<file path="config.mk">
export PLATFORM = sky130hd
export DESIGN_NAME = pipe_stage_skid
export DESIGN_NICKNAME = d
export VERILOG_FILES = /design/src/rtl/pipe_stage_skid.sv
export SDC_FILE = /design/constraint.sdc
export NUM_CORES = 1
export LEC_CHECK = 0
export CAP_MARGIN = 20
export CORE_ASPECT_RATIO = 0.5
export CORE_MARGIN = 10
export CORE_UTILIZATION = 40
export DETAILED_ROUTE_END_ITERATION = 16
export PLACE_DENSITY = 0.67
export SKIP_LAST_GASP = 1
export SYNTH_ARGS = -nofsm -noshare
export SYNTH_HDL_FRONTEND = slang
export SYNTH_SLANG_ARGS = --single-unit
export TNS_END_PERCENT = 30
</file>
<file path="constraint.sdc">
create_clock -name clk -period 2.8 [get_ports clk]
set_input_delay 0.56 -clock clk [delete_from_list [all_inputs] [get_ports clk]]
set_output_delay 0.56 -clock clk [all_outputs]
set_load 0.02 [all_outputs]
</file>
<file path="src/rtl/pipe_stage_skid.sv">
// Generic pipeline register with valid/ready handshake, 2-entry skid buffer, flush and bubble clearing.
// Optional performance counters are enabled by defining PIPE_STAGE_PERF_EN.
module pipe_stage_skid #(
  parameter int CTRL_W     = 16,
  parameter int DATA_W     = 128,
  parameter bit CLEAR_CTRL = 1'b1,
  parameter int CNT_W      = 32
) (
  input  logic              clk,
  input  logic              rst,
  input  logic              flush,
  input  logic              valid_in,
  output logic              ready_out,
  input  logic [CTRL_W-1:0] ctrl_in,
  input  logic [DATA_W-1:0] data_in,
  output logic              valid_out,
  input  logic              ready_in,
  output logic [CTRL_W-1:0] ctrl_out,
  output logic [DATA_W-1:0] data_out,
  output logic [CNT_W-1:0]  stall_cnt,
  output logic [CNT_W-1:0]  flush_cnt
);

  typedef struct packed {
    logic [CTRL_W-1:0] ctrl;
    logic [DATA_W-1:0] data;
  } beat_t;

  localparam logic [1:0] EMPTY = 2'd0;
  localparam logic [1:0] BUSY  = 2'd1;
  localparam logic [1:0] FULL  = 2'd2;

  logic [1:0] state, state_nx;
  beat_t      main_q, skid_q, in_beat;
  logic       acc, take;
  logic       ld_main_in, ld_main_skid, ld_skid;

  assign in_beat   = '{ctrl: ctrl_in, data: data_in};
  // ready_out comes straight from the state flop: no path from ready_in
  assign ready_out = (state != FULL);
  assign valid_out = (state != EMPTY);
  assign acc       = valid_in & ready_out;
  assign take      = valid_out & ready_in;

  always_comb begin
    state_nx     = state;
    ld_main_in   = 1'b0;
    ld_main_skid = 1'b0;
    ld_skid      = 1'b0;
    case (state)
      EMPTY: if (acc) begin
        ld_main_in = 1'b1;
        state_nx   = BUSY;
      end
      BUSY: begin
        if (acc && take) begin
          ld_main_in = 1'b1;
        end else if (acc) begin
          ld_skid  = 1'b1;
          state_nx = FULL;
        end else if (take) begin
          state_nx = EMPTY;
        end
      end
      FULL: if (take) begin
        ld_main_skid = 1'b1;
        state_nx     = BUSY;
      end
      default: state_nx = EMPTY;
    endcase
  end

  // Flush blocks every register load so main keeps its last payload for data_out.
  always_ff @(posedge clk) begin
    if (rst) begin
      state  <= EMPTY;
      main_q <= '0;
      skid_q <= '0;
    end else if (flush) begin
      state <= EMPTY;
    end else begin
      state <= state_nx;
      if (ld_main_in)        main_q <= in_beat;
      else if (ld_main_skid) main_q <= skid_q;
      if (ld_skid)           skid_q <= in_beat;
    end
  end

  assign ctrl_out = (CLEAR_CTRL && !valid_out) ? '0 : main_q.ctrl;
  assign data_out = main_q.data;

`ifdef PIPE_STAGE_PERF_EN
  logic [CNT_W-1:0] stall_q, flush_q;

  always_ff @(posedge clk) begin
    if (rst) begin
      stall_q <= '0;
      flush_q <= '0;
    end else begin
      if (valid_out && !ready_in)                stall_q <= stall_q + CNT_W'(1);
      if (flush && ((state != EMPTY) || acc))    flush_q <= flush_q + CNT_W'(1);
    end
  end

  assign stall_cnt = stall_q;
  assign flush_cnt = flush_q;
`else
  assign stall_cnt = '0;
  assign flush_cnt = '0;
`endif

endmodule

</file>
==> flow_summary_export.csv, run 1 <==
group,metric,value,unit
placed_design,post-place-ws,0.301,ns
synth,synthesis.area,13600,um^2
synth,netlist-cell-type-count,28,
worst_setup_path,worst_ep_arrival_time,2.13,ns
synth,ys.flop_type,"dfxtp_1",
routing,route.antenna.remaining_nets,0,
grt,grt_pass1_wl,59100,um
worst_setup_path,critical_path_class,"flop to output pin",
floorplan,die_h,150,um
routing,wl,38400,um
clocking,clockBufferDepth,3,
clocking,clk_pin_slew,0.07,ns
finish,drive_gt1_share,8.80,%
worst_setup_path,worst_path_dominant_cell_family,"buffers and inverters",
routing,drt-pass1-iter-count,5,
grt,antenna_found_initial,4,
clocking,tritoncts,"built",
synth,synth_edf_count,0,
floorplan,ios,359,
synth,synth.yosys.seq_area_share,42.7,%
synth,avgSynthCellArea,8.98,um^2
routing,vias,10400,
finish,layoutNonFillerInstCount,2071,
clocking,clk_latency,0.57,ns
synth,yosys_warnings,0,
clocking,cts_htree_levels,1,
placed_design,place.gp.congestion,0.766,
placed_design,port_buffers,294,
clocking,cts.sinks,290,
floorplan,fp.dieW,281,um
pwr,irDropWorstVdd,0.430,mV
flow_run,max-cap-violations,0,
pwr,power_density,596,nW/um^2
clocking,cts_buffers,29,
finish,final_cell_mix,"clkdlybuf4s50_1, nand2_1, dfxtp_1",
synth,synth_cells,1512,
synth,ys_ff_latch,290,
routing,drc,0,
worst_setup_path,path_buf_inv,2,
timing,worst_slack,0.108,ns
worst_setup_path,cp-end-kind,"output pin",
finish,syn_to_final_growth,22.5,%
grt,grt_pass1_vias,10200,
clocking,clockRootBuffer,"clkbuf_16",
timing,finClkSkew,0.0324,ns
timing,slew_headroom,53.4,%
worst_setup_path,max_stage_delay,0.64,ns
timing,fin_crit,2.69,ns
timing,hold_viol,0,
floorplan,rows,47,
pwr,p_leak,5.88,nW
timing,grt_setup_unrepaired,"no",
timing,fmax,371,MHz
timing,tns,0,ns
routing,wire_per_inst,18.5,um
worst_setup_path,critPathLaunchType,"flop",
worst_setup_path,critPathSlowestCell,"clkdlybuf4s50_1",
worst_setup_path,required,2.24,ns
grt,gr-total-overflow,0,
floorplan,start_util,40.8,%
placed_design,dp_cells,2014,
timing,finalSetupViolCount,0,
timing,maxSlewViolCount,0,
finish,final_common_cell,"clkdlybuf4s50_1",
finish,layout.nets,1753,
run_status,status,"complete, no violations",
placed_design,hpwl,24600,um
routing,vias_per_cell,5.04,
finish,fin_area,16600,um^2
placed_design,place_area,15600,um^2
worst_hold_path,worstHoldPathType,"input port to flop",
timing,period_share,96.2,%
routing,first_iter_violations,648,
worst_setup_path,crit_chain,"nor2_1 > buf_4 > nor2b_1 > clkdlybuf4s50_1",
synth,async_flop_share,0,%
grt,grt.total_usage,17.1,%
floorplan,core_area,33300,um^2
timing,worst_pin_slew,0.699,ns
grt,grt_max_degree,93,
floorplan,die-area,42200,um^2
worst_setup_path,critPathMaxFanout,17,
[Yosys cell counts (13+ instances only)]
library cell / n / area (um^2)
nor2b_1: 16 / 100
a221oi_1: 84 / 736
clkbuf_1: 70 / 263
a221oi_2: 60 / 901
nand2_1: 291 / 1090
dfxtp_1: 290 / 5810
a21oi_1: 145 / 726
buf_6: 13 / 146
nor2_1: 145 / 544
buf_4: 203 / 1520
mux2i_1: 144 / 1440
buf_2: 33 / 165
[layer usage]
metal / wire, um / GRT usage [%]
met1: 15900 / 20.6
met2: 20000 / 30.8
met3: 1480 / 2.92
met4: 961 / 5.51
met5: 0 / 0
[final cells by class]
type                            count  area, um^2
Inverter                            1        3.75
Antenna cell                        5        12.5
Multi-Input combinational cell    964        5930
Tap cell                          441         552
Sequential cell                   290        5810
Timing Repair Buffer              318        3340
Fill cell                        3085       16600
Clock inverter                     11         118
Clock buffer                       41         871
[where the power goes]
group	switching, mW	internal, mW
registers	0.0891	4.29
clock network	1.69	2.35
logic	0.807	0.696
total	2.59	7.33
[cell families (layout without fill, tap and decap cells)]
logic type	count (synthesis)	count (layout)	share of synthesized area [%]
and+or+nand+nor	463	463	13.4
buffers and inverters	321	371	15.6
AOI/OAI and AO/OA	293	293	17.6
DFF	290	290	42.7
muxes	144	144	10.6
other	1	69	0.0276
[registers in the layout (all words and copies together), names as in the netlist]
| name | flops |
|---|---|
| main_q | 16 |
| state | 2 |
| data_out | 128 |
| skid_q | 144 |
[what timing repair did]
item,4_1_cts,5_1_grt
endpoints found under the setup margin,0,1
gates resized for setup,0,1
hold endpoints to repair,0,0
buffers inserted,0,0
hold buffers,0,0
[path summary, 6_finish.rpt]
| check | start | endpoint | slack (ns) | cells past startpoint |
|---|---|---|---|---|
| max reg2reg | state[1] | data_out[13] | 1.01 | 5 |
| max | state[1] | ctrl_out[1] | 0.11 | 4 |
| min reg2reg | skid_q[15] | skid_q[15] | 0.45 | 2 |
| min | rst | skid_q[49] | 0.41 | 2 |
[through the flow]
step | hold slack [ns] | power (mW) | utilization, %
6_report | 0.413 | 9.92 | 50.0
5_1_grt | 0.447 | 10.3 | 50.0
4_1_cts | 0.412 | 10.0 | 49.9
3_5_place_dp | 0.446 | 5.98 | 47.0
3_3_place_gp | 0.440 | 5.97 | 47.0
2_1_floorplan | 0.436 | 5.54 | -
Power figures use the tool's default switching activity.
==> inputs of run 2 (changes only) <==
==> constraint.sdc (replaced) <==
create_clock -name clk -period 2.8 [get_ports clk]
set_input_delay 0.28 -clock clk [delete_from_list [all_inputs] [get_ports clk]]
set_output_delay 0.28 -clock clk [all_outputs]
set_load 0.02 [all_outputs]
==> run 2 against run 1 <==
Combinational power barely moved. Clock-buffer cell count increased by 1. Register-to-register slack is essentially flat. Largest power group unchanged. Maximum frequency increased by 8.5%. Cell count about the same. Setup slack improved by 0.21 ns. Global-route usage about the same.
==> flow_summary_export.csv, run 2 (same netlist as run 1, synthesis figures left out) <==
group,metric,value,unit
clocking,ctsResizeCount,0,
clocking,cts_hold_buffers,0,
finish,final_core_util,49.7,%
pwr,power,9.72,mW
pwr,power_switching,2.55,mW
placed_design,place.gp.congestion,0.778,
grt,grt_max_degree,90,
timing,hold_viol,0,
timing,finalSetupViolCount,0,
timing,worst_pin_slew,0.667,ns
grt,gr-total-overflow,0,
pwr,switching_share,26.2,%
floorplan,rows,47,
floorplan,fp.dieW,281,um
worst_setup_path,required,2.52,ns
finish,multi_input_area,5930,um^2
timing,fmax,403,MHz
finish,drive_gt1_share,8.50,%
clocking,clk_latency,0.56,ns
finish,syn_to_final_growth,21.8,%
routing,drc,0,
worst_hold_path,worstHoldPathType,"input port to flop",
routing,drt-pass1-iter-count,5,
worst_setup_path,critPathMaxFanout,17,
timing,worst_slack,0.318,ns
clocking,clockBufferDepth,3,
worst_setup_path,critPathLaunchType,"flop",
finish,largest_reg_flops,144,
pwr,clkPwrFrac,39.7,%
placed_design,post-place-ws,0.460,ns
placed_design,port_buffers,294,
clocking,postCtsSetupBuffers,0,
clocking,cts_htree_levels,1,
clocking,cts_buffers,29,
floorplan,start_util,40.8,%
run_status,status,"complete, no violations",
grt,grt.total_usage,17.1,%
routing,vias,10500,
pwr,seqPwrFrac,45.0,%
timing,period_share,88.6,%
floorplan,core_area,33300,um^2
worst_hold_path,hold_depth,2,
floorplan,die-area,42200,um^2
timing,slew_headroom,55.5,%
finish,final_common_cell,"clkdlybuf4s50_1",
timing,finClkSkew,0.0176,ns
timing,maxSlewViolCount,0,
timing,grt_setup_unrepaired,"no",
pwr,power_density,587,nW/um^2
flow_run,max-cap-violations,0,
pwr,combPwrFrac,15.3,%
timing,tns,0,ns
floorplan,die_h,150,um
pwr,intPower,7.17,mW
pwr,irDropWorstVdd,0.389,mV
worst_setup_path,reg2reg_depth,4,
grt,grt_pass1_vias,10200,
worst_setup_path,cp-end-kind,"output pin",
finish,final_cell_mix,"clkdlybuf4s50_1, nand2_1, dfxtp_1",
timing,fin_crit,2.48,ns
clocking,tritoncts,"built",
clocking,clockRootBuffer,"clkbuf_16",
routing,first_iter_violations,663,
placed_design,hpwl,24700,um
finish,ff_latch_area,5810,um^2
finish,fill_cells,3149,
routing,vias_per_cell,5.07,
grt,grt_pass1_wl,58900,um
worst_setup_path,critical_path_class,"flop to output pin",
finish,layout.nets,1752,
clocking,cts.sinks,290,
pwr,p_leak,5.82,nW
floorplan,ios,359,
worst_setup_path,worst_ep_arrival_time,2.20,ns
routing,route.antenna.remaining_nets,0,
routing,wire_per_inst,18.6,um
clocking,clk_pin_slew,0.06,ns
finish,regMostFlops,"skid_q",
routing,wl,38500,um
grt,antenna_found_initial,4,
-- run 2: routing by layer --
layer | vias to the layer above | global-route usage, % | wire (um)
met1 | 5040 | 20.1 | 15700
met3 | 61 | 2.77 | 1600
met4 | 0 | 6.15 | 1240
met2 | 239 | 31.3 | 20000
li1 | 5142 | - | -
met5 | - | 0 | 0
-- run 2: stage by stage --
| step | std cells | cell area (um^2) | hold WS [ns] |
|---|---|---|---|
| 3_5_place_dp | 2013 | 15600 | 0.446 |
| 6_report | 2069 | 16500 | 0.152 |
| 5_1_grt | 2068 | 16500 | 0.167 |
| 2_1_floorplan | 1575 | 13800 | 0.372 |
| 3_3_place_gp | 2013 | 15600 | 0.441 |
| 4_1_cts | 2064 | 16500 | 0.148 |
-- run 2: critical path: stages (launching register included) --
cell	delay, ns
dfxtp_1	0.47
nor2_1	0.09
buf_4	0.21
nor2b_1	0.23
clkdlybuf4s50_1	0.65
-- run 2: power by group through the flow --
stage | sequential [mW] | combinational [mW] | clock, mW
global placement | 4.47 | 1.49 | 0
finish | 4.37 | 1.49 | 3.86
global route | 4.39 | 1.59 | 4.13
CTS | 4.38 | 1.50 | 3.96
detailed placement | 4.47 | 1.50 | 0
floorplan | 4.44 | 1.10 | 0
-- run 2: worst paths after layout --
check / startpoint / end / slack, ns
worst max-delay path: state[1] / ctrl_out[1] / 0.32
worst max register to register: state[1] / data_out[11] / 1.01
worst min-delay path: rst / skid_q[8] / 0.15
worst min register to register: skid_q[88] / skid_q[88] / 0.45
-- run 2: area by class of cell --
type                       instances  area share [%]
multi-input combinational        964            35.8
sequential                       290            35.1
timing repair buffer             317            20.0
clock buffer                      42            5.17
tap                              441            3.34
clock inverter                     9           0.461
antenna                            5          0.0756
inverter                           1          0.0227
